File: src/rtl/branch_resolution_unit.sv
// branch_resolution_unit: in-order queue of predicted branches that resolves the oldest one against execute, trains the predictor and redirects fetch on mispredict.
// Optional BRU_STATS_EN adds saturating resolve/mispredict counters.
module branch_resolution_unit #(
   parameter int DEPTH = 4,
   parameter int PC_W  = 32
) (
   input  logic                     clk,
   input  logic                     reset,
   input  logic                     fe_valid,
   input  logic [PC_W-1:0]          fe_pc,
   input  logic                     fe_pred_taken,
   input  logic [PC_W-1:0]          fe_pred_target,
   output logic                     fe_ready,
   input  logic                     ex_valid,
   input  logic                     ex_taken,
   input  logic [PC_W-1:0]          ex_target,
   output logic                     resolve,
   output logic                     actual_taken,
   output logic [PC_W-1:0]          resolve_pc,
   output logic                     mispredict,
   output logic [PC_W-1:0]          redirect_pc,
   output logic [$clog2(DEPTH):0]   occupancy,
   output logic                     underflow_err
`ifdef BRU_STATS_EN
   ,
   output logic [31:0]              stat_branches,
   output logic [31:0]              stat_mispredicts
`endif
);
   localparam int AW = $clog2(DEPTH);
   logic [PC_W-1:0] pc_mem [DEPTH];
   logic            pt_mem [DEPTH];
   logic [PC_W-1:0] tg_mem [DEPTH];
   logic [AW-1:0]   wr_ptr, rd_ptr;
   logic [AW:0]     count;
   logic            push, pop, miss;
   logic [PC_W-1:0] head_pc, head_tg;
   logic            head_pt;
   assign fe_ready  = (count < (AW+1)'(DEPTH)) && !mispredict;
   assign pop       = ex_valid && (count != '0);
   assign head_pc   = pc_mem[rd_ptr];
   assign head_pt   = pt_mem[rd_ptr];
   assign head_tg   = tg_mem[rd_ptr];
   // a wrong target only matters when both prediction and outcome are taken
   assign miss      = pop && ((head_pt != ex_taken) || (head_pt && ex_taken && head_tg != ex_target));
   assign push      = fe_valid && fe_ready && !miss;
   assign occupancy = count;
   always_ff @(posedge clk) begin
      if (push) begin
         pc_mem[wr_ptr] <= fe_pc;
         pt_mem[wr_ptr] <= fe_pred_taken;
         tg_mem[wr_ptr] <= fe_pred_target;
      end
   end
   always_ff @(posedge clk or posedge reset) begin
      if (reset) begin
         wr_ptr        <= '0;
         rd_ptr        <= '0;
         count         <= '0;
         resolve       <= 1'b0;
         actual_taken  <= 1'b0;
         mispredict    <= 1'b0;
         resolve_pc    <= '0;
         redirect_pc   <= '0;
         underflow_err <= 1'b0;
      end else begin
         resolve      <= pop;
         actual_taken <= pop && ex_taken;
         mispredict   <= miss;
         if (pop) begin
            resolve_pc  <= head_pc;
            redirect_pc <= ex_taken ? ex_target : head_pc + PC_W'(4);
         end
         if (ex_valid && count == '0)
            underflow_err <= 1'b1;
         if (miss) begin
            wr_ptr <= '0;
            rd_ptr <= '0;
            count  <= '0;
         end else begin
            if (push)
               wr_ptr <= wr_ptr + AW'(1);
            if (pop)
               rd_ptr <= rd_ptr + AW'(1);
            count <= count + (AW+1)'(push) - (AW+1)'(pop);
         end
      end
   end
`ifdef BRU_STATS_EN
   always_ff @(posedge clk or posedge reset) begin
      if (reset) begin
         stat_branches    <= '0;
         stat_mispredicts <= '0;
      end else begin
         if (pop && stat_branches != '1)
            stat_branches <= stat_branches + 32'd1;
         if (miss && stat_mispredicts != '1)
            stat_mispredicts <= stat_mispredicts + 32'd1;
      end
   end
`endif
endmodule

File: config.mk
export PLATFORM = sky130hd
export DESIGN_NAME = branch_resolution_unit
export DESIGN_NICKNAME = d
export VERILOG_FILES = /design/src/rtl/branch_resolution_unit.sv
export SDC_FILE = /design/constraint.sdc
export NUM_CORES = 1
export LEC_CHECK = 0
export ABC_AREA = 1
export ABC_CLOCK_PERIOD_IN_PS = 11500
export BUFFER_PORTS_ARGS = -buffer_cell sky130_fd_sc_hd__buf_4
export CAP_MARGIN = 20
export CORE_MARGIN = 1
export CORE_UTILIZATION = 50
export DETAILED_ROUTE_END_ITERATION = 8
export PLACE_DENSITY = 0.74
export REMOVE_ABC_BUFFERS = 1
export SKIP_CTS_REPAIR_TIMING = 1
export SYNTH_ARGS = -nofsm -noshare
export SYNTH_HDL_FRONTEND = slang
export SYNTH_SLANG_ARGS = --single-unit
File: constraint.sdc
create_clock -name clk -period 11.5 [get_ports clk]
set_input_delay 0.575 -clock clk [delete_from_list [all_inputs] [get_ports clk]]
set_output_delay 0.575 -clock clk [all_outputs]
set_load 0.01 [all_outputs]
-- Word-level counts from Yosys, hierarchy flattened
Memories as Yosys holds them, arrays and structs flattened.
Index checks and enable logic that the tools add are counted.
- add/subtract/negate cells: 5
- order comparisons: 1
- equal/unequal tests: 2
- mux-type cells: 8
- reductions and logical operators: 16
- operators by type and width (operator ; count):
    32-bit by 3-bit adder with 32-bit output, second input constant ; 1
    32-bit 2-to-1 mux ; 1
    32-bit inequality test ; 1
    1-bit logical AND ; 9
    2-bit 2-to-1 mux ; 4
    2-bit by 1-bit adder with 2-bit output, second input constant ; 2
    2-bit nonzero test ; 2
    3-bit by 1-bit adder with 3-bit output ; 1
    3-bit logical NOT ; 1
    3-bit < comparator, second input constant ; 1
    3-bit 2-to-1 mux ; 1
    3-bit nonzero test ; 1
    3-bit by 1-bit subtractor with 3-bit output ; 1
    1-bit logical NOT ; 2
    1-bit 2-to-1 mux ; 2
    1-bit logical OR ; 1
    1-bit inequality test ; 1
- register bits: 75
- bits in writable memories: 260
- input port bits: 102
- output and inout port bits: 72
- logic and storage cells: 44
- memories kept: 3
- memories (memory ; words ; bits a word ; read ports ; clocked after Yosys merged registers in ; write ports ; line ; text):
    pc_mem ; 4 ; 32 ; 1 ; 0 ; 1 ; 31 ; logic [PC_W-1:0] pc_mem [DEPTH];
    tg_mem ; 4 ; 32 ; 1 ; 0 ; 1 ; 33 ; logic [PC_W-1:0] tg_mem [DEPTH];
    pt_mem ; 4 ; 1 ; 1 ; 0 ; 1 ; 32 ; logic pt_mem [DEPTH];

-- Longest topological paths before layout
An unclocked memory read counts as a cell.
- depth after elaboration: 10
- gate-level depth with buffers: 25
- gate-level depth less buffers: 23

-- Worst setup path before layout
No wires, ideal clock.
- kind: reg2reg
- start point: register rd_ptr[0]
- end point: memory pc_mem[0][0], enable pin
- library setup time: 436 ps
- arrival time: 3413 ps
- data required time: 11064 ps
- setup slack: 7651 ps
- stages on the path, launching flop included: 13
- path buffers: 4
- period minus slack after synthesis: 3849 ps
- path through: dfrtp_1 buf_6 buf_6 buf_4 buf_2 o21ai_0 o22ai_1 ha_1 inv_1 nand2_1 nand2_2 nand2_4 nor2_2
- longest elaborated chain between the ends: 9
- elaborated cells between the ends (all ways): 12
- classes of those cells: eq/ne: 2; mux: 2; reduce/logical: 6; memory: 2
- RTL lines (item ; line ; text):
    from (decl) ; 34 ; logic [AW-1:0] wr_ptr, rd_ptr;
    from (signal assigned) ; 84 ; rd_ptr <= rd_ptr + AW'(1);
    memory 4 x 32 bit or memory 4 x 1 bit (tied branches) ; n/a ;
    32-bit inequality test or 1-bit logical AND (tied branches) ; 45 ; assign miss = pop && ((head_pt != ex_taken) || (head_pt && ex_taken && head_tg != ex_target));
    1-bit logical AND ; 45 ;
    1-bit logical OR * ; 45 ;
    1-bit logical AND * ; 45 ;
    1-bit logical NOT * ; 46 ; assign push = fe_valid && fe_ready && !miss;
    1-bit logical AND * ; 46 ;
    1-bit 2-to-1 mux * ; 49 ; if (push) begin
    1-bit 2-to-1 mux (not written as such) * ; 50 ; pc_mem[wr_ptr] <= fe_pc;
    to (decl) ; 31 ;
Mark *: on every way between the ends. The rest lies on a longest branch, timed or not.

-- Final worst setup path
- start point: register rd_ptr[1]
- end point: memory tg_mem[3][12], enable pin
- longest elaborated chain between the ends: 9
- elaborated cells between the ends (all ways): 12
- classes of those cells: eq/ne: 2; mux: 2; reduce/logical: 6; memory: 2
- RTL lines (item ; line ; text):
    memory 4 x 32 bit or memory 4 x 1 bit (tied branches) ; n/a ;
    32-bit inequality test or 1-bit logical AND (tied branches) ; 45 ;
    1-bit logical AND ; 45 ;
    1-bit logical OR * ; 45 ;
    1-bit logical AND * ; 45 ;
    1-bit logical NOT * ; 46 ;
    1-bit logical AND * ; 46 ;
    1-bit 2-to-1 mux * ; 49 ;
    1-bit 2-to-1 mux (not written as such) * ; 52 ; tg_mem[wr_ptr] <= fe_pred_target;
    to (decl) ; 33 ;
Marked as above.

==> flow_metrics.tcl <==
set metrics [dict create \
    status "complete, no violations" \
    synthSimpleGateAreaFrac 0.231 \
    grt_use_total 0.238 \
    tightest_slew_ps 1030 \
    finalSetupViolations 0 \
    share_comb_of_total_power 0.356 \
    setup_tns_ps 0 \
    num_rows 62 \
    grt_overflow 0 \
    routed.top_layer "met5" \
    grt_pass1_vias 10000 \
    cts_tree "done" \
    timing.fmax_ghz 0.221 \
    syn_to_final_growth_pct 17.9 \
    rsz0062_at_grt "no" \
    end_kind "flip-flop" \
    synth_top_area_frac 0.536 \
    drtAntennaViolNets 0 \
    power_frac_seq 0.394 \
    grt_pass1_wl_um 54800 \
    internal-power_mw 2.73 \
    yosysMostFrequentCell "nand2_1" \
    async_flop_share 0.224 \
    p_clk_frac 0.250 \
    synth_top_family_by_area "simple AND/OR/NAND/NOR gates" \
    drt_pre_antenna_iters 6 \
    io_buffers 173 \
    synth-compound-area-share 0.0380 \
    worstSetupStartpointType "flip-flop" \
    yosys.area.top_type "edfxtp_1" \
    dieArea_mm2 0.0298 \
    p_per_area_mw_per_mm2 254 \
    cts-buffers-inserted 34 \
    finalHoldViolCount 0 \
    muxShareOfSynthArea 0 \
    routedWlPerCell_um 18.1 \
    crit_arrival_ps 4660 \
    drive_above_1_share 0.175 \
    clk_pin_slew_ps 60 \
    clk_path_buf_depth 3 \
    p_switching_mw 1.64 \
    p_leak_nw 7.16 \
    viasPerCell 5.39 \
    htreeDepth 2 \
    routed-wl-met3_um 3080 \
    route.met2.wl_um 16700 \
    hold_path_class "primary input to asynchronous set/reset pin" \
    final_nets 1664 \
    drv_slew 0 \
    final_core_util 0.598 \
    drc 0 \
    synth_edf_count 260 \
    max_slew_margin 0.310 \
    root_buffer "clkbuf_16" \
    synth_area_leaders "edfxtp_1 54%, nand2_1 13%, dfrtp_1 13%, nand3_1 6.1%, inv_1 1.9%" \
    first_iter_violations 932 \
    min_period_ps 4530 \
    core-area_mm2 0.0287 \
    die_w_um 173 \
    globalplace.congestion 0.856 \
    place.detailed.hpwl_um 22200 \
    ir_drop_uv 134 \
    m1WireLength_um 14600 \
    start_util 0.507 \
    grt_max_degree 132 \
    yosys.area_share.xor_xnor 0.00902 \
    synth.distinct_cells 42 \
    crit_fanout 65 \
    ys_warn_count 0 \
    worstPathRequired_ps 11630 \
    clkLatencyLatePin_ps 510 \
    synthesis.area_mm2 0.0146 \
    synthAdderAreaFrac 0.00825 \
    vias 10600 \
    syn-instance-count 1394 \
    drv_cap 0 \
    sw_frac_of_total 0.376 \
    synth_ff_type "edfxtp_1" \
    antenna_found_initial 2 \
    die_y_um 173 \
    skew_ps 16.2 \
    critPathKind "flip-flop to flip-flop" \
    final_cells 1963 \
    clock_sinks 335 \
    synth-seq-cells 335 \
    postSynthAreaPerCell_um2 10.4 \
    dp_cells 1900 \
    synth_common_cells "512 x nand2_1, 260 x edfxtp_1, 178 x nand3_1" \
    ios 174 \
    fin_crit_sh 0.394 \
    ys_seq_area_frac 0.665 \
    wl_um 35500 \
]
==> cell families after synthesis <==
family	Yosys count
buffers and inverters	143
and+or+nand+nor	793
AOI/OAI and AO/OA	99
adders and majority gates	9
xor gates and xnor gates	15
DFF	335
==> critical path, stage by stage (launching register included) <==
cell	delay [ps]
dfrtp_2	700
inv_2	410
buf_4	620
nand3_1	200
nand2_1	110
nand2_1	50
nand2_1	50
nand2_1	60
nor2_1	240
nand2_1	90
nor2_1	170
nand2_1	80
nand2_1	60
nand2_1	50
nand2_2	130
nand2_4	140
nor2_4	100
buf_4	780
==> metal layers <==
layer,global-route usage,vias to the layer above
met3,0.0413,79
met1,0.329,4991
met2,0.380,498
met4,0.0900,2
met5,0,-
li1,-,5010
==> layout make-up <==
class                   count  area [um2]
diodes                      1        2.50
clock buffers              47         941
clock inverters            14         160
fillers                  2354       11500
inverters                  83         318
multi-input cells         916        4190
flip-flops and latches    335        9690
well taps                 384         480
repair buffers            183        1390
==> cells in the final DEF (no fill, tap or decap), types with 10 or more instances in the layout <==
cell and instances:
a21oi_1 18, clkbuf_16 35, buf_4 182, edfxtp_1 260, nand2_1 511, nor2_1 54
dfrtp_1 73, nor2_2 11, nand3_1 178, clkbuf_1 10, o21ai_0 52, inv_1 74
==> state kept, by name, summed over array words and instances, names as in the netlist, 2 cells and up <==
name and cells:
occupancy 3, wr_ptr 2, redirect_pc 32, resolve_pc 32
pc_mem 128, tg_mem 128, pt_mem 4, rd_ptr 2
==> through the flow <==
| step | instance area (um2) | worst slack [ps] | total power [mW] | hold WS (ps) |
|---|---|---|---|---|
| floorplan | 14200 | 5240 | 2.67 | 513 |
| global placement | 16000 | 7140 | 3.24 | 460 |
| detailed placement | 16000 | 7040 | 3.28 | 470 |
| CTS | 17100 | 7040 | 4.37 | 244 |
| global route | 17200 | 6630 | 4.62 | 106 |
| finish | 17200 | 6970 | 4.37 | 96.1 |
==> worst paths after layout <==
check	cells past startpoint	endpoint	slack, ps	from
max	17	tg_mem[3][12]$_DFFE_PP_	6970	rd_ptr[1]$_DFFE_PP0P_
min	3	redirect_pc[17]$_DFFE_PP0P_	100	reset
max reg2reg	17	tg_mem[3][12]$_DFFE_PP_	6970	rd_ptr[1]$_DFFE_PP0P_
min reg2reg	1	underflow_err$_DFFE_PP0P_	480	underflow_err$_DFFE_PP0P_
max in group asynchronous	4	resolve_pc[31]$_DFFE_PP0P_	10790	reset
min in group clk	1	pc_mem[1][12]$_DFFE_PP_	260	fe_pc[12]
==> power groups by stage <==
stage                     Combinational, mW  Sequential, mW  Clock, mW
after floorplan                       0.887            1.78          0
after global placement                 1.51            1.74          0
after detailed placement               1.54            1.74          0
after CTS                              1.55            1.72       1.10
after global routing                   1.73            1.74       1.15
final                                  1.56            1.72       1.09
Note: power is estimated with default switching activity, not from simulation.
